## src/rtl/fifo_rd_pkg.sv

```systemverilog
// Shared constants and helpers for the FIFO read-side stream bridge.
package fifo_rd_pkg;

  localparam int DATA_W_DEF = 32;
  localparam int DEPTH_DEF  = 4;
  localparam int PTR_W_DEF  = $clog2(DEPTH_DEF);

  // Occupancy counter width: must hold 0..DEPTH, plus the in-flight word
  // when the issue rule sums count and inflight.
  function automatic int cnt_width(input int depth);
    return $clog2(depth) + 1;
  endfunction

endpackage

```

## src/rtl/rd_skid_buf.sv

```systemverilog
// DEPTH-entry circular buffer absorbing the FIFO RAM read latency.
// Entries are reset to zero so dout is defined straight out of reset.
module rd_skid_buf
  import fifo_rd_pkg::*;
#(
  parameter int DATA_W = DATA_W_DEF,
  parameter int DEPTH  = DEPTH_DEF,
  localparam int PW    = $clog2(DEPTH),
  localparam int CW    = cnt_width(DEPTH)
) (
  input  logic              clk,
  input  logic              rst_n,
  input  logic              push,
  input  logic              pop,
  input  logic              clear,
  input  logic [DATA_W-1:0] din,
  output logic [DATA_W-1:0] dout,
  output logic [CW-1:0]     count
);

  logic [DEPTH-1:0][DATA_W-1:0] mem;
  logic [PW-1:0]                wr_ptr;
  logic [PW-1:0]                rd_ptr;
  logic                         do_push;
  logic                         do_pop;

  // Clear wins over both; a pop on an empty buffer is ignored.
  assign do_push = push & ~clear;
  assign do_pop  = pop & ~clear & (count != '0);

  genvar gi;
  generate
    for (gi = 0; gi < DEPTH; gi++) begin : g_ent
      // One storage entry, written when the write pointer selects it.
      always_ff @(posedge clk or negedge rst_n) begin
        if (!rst_n)
          mem[gi] <= '0;
        else if (do_push && (wr_ptr == PW'(gi)))
          mem[gi] <= din;
      end
    end
  endgenerate

  // Pointers wrap naturally since DEPTH is a power of two.
  always_ff @(posedge clk or negedge rst_n) begin
    if (!rst_n) begin
      wr_ptr <= '0;
      rd_ptr <= '0;
      count  <= '0;
    end else if (clear) begin
      wr_ptr <= '0;
      rd_ptr <= '0;
      count  <= '0;
    end else begin
      if (do_push) wr_ptr <= wr_ptr + 1'b1;
      if (do_pop)  rd_ptr <= rd_ptr + 1'b1;
      case ({do_push, do_pop})
        2'b10:   count <= count + 1'b1;
        2'b01:   count <= count - 1'b1;
        default: count <= count;
      endcase
    end
  end

  assign dout = mem[rd_ptr];

endmodule

```

## src/rtl/fifo_rd_stream_bridge.sv

```systemverilog
// Read-domain consumer of the async FIFO: issues reads, captures the
// registered RAM data a cycle later and presents it as valid/ready.
module fifo_rd_stream_bridge
  import fifo_rd_pkg::*;
#(
  parameter int DATA_W = DATA_W_DEF,
  parameter int DEPTH  = DEPTH_DEF,
  parameter int CNT_W  = 16
) (
  input  logic              rclk,
  input  logic              rrst,
  input  logic              fifo_empty,
  input  logic [DATA_W-1:0] fifo_rdata,
  output logic              fifo_r_en,
  output logic              m_valid,
  output logic [DATA_W-1:0] m_data,
  input  logic              m_ready,
  input  logic              flush,
  output logic [CNT_W-1:0]  beat_count
);

  localparam int CW = cnt_width(DEPTH);

  logic [CW-1:0] count;
  logic [CW-1:0] occ;
  logic          inflight;
  logic          push;
  logic          pop;

  // Reserve a slot for the word already requested so capture never overflows.
  assign occ       = count + CW'(inflight);
  assign fifo_r_en = rrst & ~flush & ~fifo_empty & (occ < CW'(DEPTH));

  assign push    = inflight & ~flush;
  assign m_valid = (count != '0);
  assign pop     = m_valid & m_ready;

  // One-cycle valid pipe tracking the RAM read latency; flush drops it.
  always_ff @(posedge rclk or negedge rrst) begin
    if (!rrst)      inflight <= 1'b0;
    else if (flush) inflight <= 1'b0;
    else            inflight <= fifo_r_en;
  end

  // Delivered-word counter; a handshake in a flush cycle still counts.
  always_ff @(posedge rclk or negedge rrst) begin
    if (!rrst)    beat_count <= '0;
    else if (pop) beat_count <= beat_count + 1'b1;
  end

  rd_skid_buf #(
    .DATA_W (DATA_W),
    .DEPTH  (DEPTH)
  ) u_buf (
    .clk   (rclk),
    .rst_n (rrst),
    .push  (push),
    .pop   (pop),
    .clear (flush),
    .din   (fifo_rdata),
    .dout  (m_data),
    .count (count)
  );

endmodule

```

## config.mk

```make
export PLATFORM = sky130hd
export DESIGN_NAME = fifo_rd_stream_bridge
export DESIGN_NICKNAME = d
export VERILOG_FILES = /design/src/rtl/fifo_rd_pkg.sv /design/src/rtl/rd_skid_buf.sv /design/src/rtl/fifo_rd_stream_bridge.sv
export SDC_FILE = /design/constraint.sdc
export NUM_CORES = 1
export LEC_CHECK = 0
export BUFFER_PORTS_ARGS = -buffer_cell sky130_fd_sc_hd__buf_2
export CAP_MARGIN = 20
export CORE_ASPECT_RATIO = 0.7
export CORE_MARGIN = 1
export CORE_UTILIZATION = 45
export CTS_CLUSTER_DIAMETER = 30
export DETAILED_ROUTE_END_ITERATION = 6
export PLACE_DENSITY_LB_ADDON = 0.08
export SETUP_SLACK_MARGIN = 0.2
export SYNTH_ARGS = -nofsm -noshare
export SYNTH_HDL_FRONTEND = slang
export SYNTH_SLANG_ARGS = --single-unit
```

## constraint.sdc

```tcl
create_clock -name rclk -period 2.35 [get_ports rclk]
set_input_delay 0.47 -clock rclk [delete_from_list [all_inputs] [get_ports rclk]]
set_output_delay 0.47 -clock rclk [all_outputs]
set_load 0.005 [all_outputs]
```

==> results.json <==
{
  "seqPwrFrac": 0.399,
  "io-pin-count": 87,
  "insertedDiodeCount": 0,
  "synth_compound_area_frac": 0.0124,
  "timing.fmax_ghz": 0.450,
  "dr.pass1.iters": 5,
  "vias": 3905,
  "switching_share": 0.264,
  "p_leak_uw": 0.00400,
  "cts_made_buffers": 17,
  "drtAntennaViolNets": 0,
  "grt_pass1_wl_microns": 22400,
  "globalRouteMet1Util": 0.267,
  "num_rows": 37,
  "final_area_sq_mm": 0.00832,
  "p_comb_frac": 0.260,
  "grt_max_degree": 110,
  "cp_cell_sequence": "buf_6, buf_12, mux4_2, buf_2",
  "fin_nets": 576,
  "io_buffer_count": 86,
  "gr-total-overflow": 0,
  "die_h_microns": 105,
  "critPathCaptureType": "primary output",
  "tightestPinTransition_ns": 0.604,
  "cts-root-buf": "clkbuf_16",
  "synthMuxAreaShare": 0.322,
  "grt_util_met2": 0.286,
  "cp_top_family": "multiplexers",
  "clk_latency_ns": 0.42,
  "rrSetupSlack_ns": 0.24,
  "routed_wl_microns": 13600,
  "area_delta_synth_final_pct": 22.9,
  "power.switching_uw": 2180,
  "power_density_mw_per_mm2": 991,
  "cts_buffer_depth": 2,
  "syn_avg_cell_area_sq_um": 16.0,
  "path_max_fanout": 8,
  "h-tree-depth": 4,
  "place_area_sq_mm": 0.00747,
  "worst_hold_path_type": "input port to asynchronous set/reset pin",
  "seq_area_frac_synth": 0.562,
  "synth_edf_count": 0,
  "postSynthCellCount": 424,
  "cts_tree": "built",
  "peakVddDrop_v": 0.000507,
  "drive_gt1_frac": 0.590,
  "placedCellCount": 696,
  "place.gp.congestion": 0.696,
  "path_class": "flop to primary output",
  "fin_crit_ns": 2.22,
  "place_hpwl_microns": 8470,
  "synthSimpleGateAreaFrac": 0.0399,
  "finalHoldViolations": 0,
  "power_frac_clock": 0.341,
  "ys_types": 33,
  "critPathRequiredTime_ns": 1.88,
  "drt_iter0_drc": 167,
  "clkSinkCount": 152,
  "worstPathArrival_ns": 1.75,
  "p_int_uw": 6070,
  "grt_pass1_vias": 4183,
  "status": "complete, no violations",
  "tns_ns": 0,
  "core_area_sq_mm": 0.0147,
  "synthAdderAreaFrac": 0.0122,
  "ys_seq_elements": 152,
  "antenna_found_initial": 0,
  "cp_slowest_cell": "mux4_2",
  "use_met3": 0.0515,
  "synthesis.nets": 467,
  "die_x_microns": 149,
  "finalSetupViolCount": 0,
  "instances_no_fill": 741,
  "synthXorXnorAreaFrac": 0.0272,
  "reg2reg_from": "u_buf.count[0]",
  "ys.flop_type": "dfrtp_1",
  "period_share": 0.945,
  "synthesis.area_sq_mm": 0.00677,
  "grt_util_all_layers": 0.191,
  "viasPerCell": 5.27,
  "worst-path-buf-inv": 3,
  "detail_route.wl_per_cell_microns": 18.4,
  "reg2reg_depth": 7,
  "r2r_end": "u_buf.count[2]",
  "utilization": 0.567,
  "drc": 0,
  "ys_warn_count": 0,
  "synth_top_family_by_area": "multiplexers",
  "path_clk_slew_ns": 0.06,
  "fin_worst_skew_ns": 0.00814,
  "cp-start-kind": "flop",
  "rsz0062_at_grt": "true",
  "slew_violations": 0,
  "start_util": 0.461,
  "postSynth.asyncResetShare": 1.00,
  "slew_headroom": 0.597,
  "cap_violations": 0,
  "design.die.area_sq_mm": 0.0155,
  "max_stage_delay_ns": 0.52,
  "top_usage_layer": "met2"
}
power by group through the flow:
stage | registers (uW) | logic, uW | clock network, uW
global route | 3360 | 2330 | 3020
floorplan | 3230 | 1250 | 0
CTS | 3300 | 1880 | 2880
detailed placement | 3330 | 1860 | 0
global placement | 3310 | 1820 | 0
finish | 3290 | 2140 | 2820
cell usage in the layout, fill, tap and decap left out, drive strengths merged:
master    netlist  final
buf            20    111
xor2            5      5
o311a           1      1
mux2          128    128
mux4           32     32
nor2           11     11
ha              5      5
and4            3      3
and3            2      2
and2b           1      1
mux2i           2      2
clkinvlp        0      6
clkinv          0      1
nor3            3      3
fa              1      1
a221oi          1      1
o31ai           1      1
xnor2          16     16
nand2b          2      2
o21ai           1      1
o2bb2ai         1      1
nand2          13     13
nand4           5      5
inv             3      6
nand3           7      7
nor4b           2      2
dfrtp         152    152
bufinv          0      3
o31a            1      1
a32oi           1      1
clkbuf          4     22
layer usage:
metal / vias to the layer above / wire length, microns
met5: - / 0
met3: 16 / 626
met1: 2029 / 6510
li1: 1786 / -
met4: 0 / 146
met2: 74 / 6360
metrics by stage:
stage / power [uW] / hold WS, ns / setup WS, ns
5_1_grt: 8710 / 0.187 / 0.0636
2_1_floorplan: 4480 / 0.174 / 0.379
4_1_cts: 8050 / 0.201 / 0.128
3_5_place_dp: 5190 / 0.469 / 0.265
3_3_place_gp: 5130 / 0.452 / 0.328
6_report: 8250 / 0.136 / 0.129
cells in the mapped netlist (2+ instances only):
master	instances	share of area
inv_1	3	0.0017
clkbuf_1	3	0.0017
nor3_1	3	0.0022
mux2_2	128	0.21
mux4_2	32	0.11
nor2_1	11	0.0061
xor2_1	5	0.0065
and4_1	2	0.0026
xnor2_1	16	0.021
mux2i_1	2	0.0030
nand3_1	7	0.0052
nand2_1	13	0.0072
nor4b_1	2	0.0026
ha_1	5	0.0092
and3_1	2	0.0018
dfrtp_1	152	0.56
nand4_1	3	0.0028
buf_2	5	0.0037
buf_4	15	0.017
nand2b_1	2	0.0018
cell type report:
class / count / area, sq um
Fill cell: 1174 / 6360
Multi-Input combinational cell: 245 / 2830
Inverter: 3 / 11.3
Clock buffer: 19 / 443
Clock inverter: 13 / 170
Sequential cell: 152 / 3810
Timing Repair Buffer: 114 / 811
Tap cell: 195 / 244
how the worst max path moves through the flow:
stage	from	endpoint	slack [ns]	cells past startpoint
floorplan	u_buf.count[0]	u_buf.count[2]	0.38	7
global placement	u_buf.count[1]	u_buf.count[2]	0.33	6
detailed placement	u_buf.count[1]	u_buf.count[2]	0.26	6
CTS	u_buf.rd_ptr[0]	m_data[29]	0.13	3
global route	u_buf.count[0]	u_buf.count[2]	0.06	7
finish	u_buf.rd_ptr[0]	m_data[29]	0.13	4
flip-flops by register name (all words and copies together) (netlist names):
name / count
u_buf.mem: 128
beat_count: 16
u_buf.count: 3
u_buf.rd_ptr: 2
u_buf.wr_ptr: 2
inflight: 1
timing repair:
item	CTS	global route
gates resized for setup	5	7
setup buffers	0	9
hold buffers	0	0
cloned	0	4
setup endpoints to repair	32	34
pin swaps	0	3
logic make-up (layout without fill, tap and decap cells):
logic type | Yosys count | in the layout
and+or+nand+nor | 49 | 49
muxes | 162 | 162
AOI/OAI and AO/OA | 7 | 7
xor gates and xnor gates | 21 | 21
buffers and inverters | 27 | 149
DFF | 152 | 152
adders and majority gates | 6 | 6
Power figures use the tool's default switching activity.
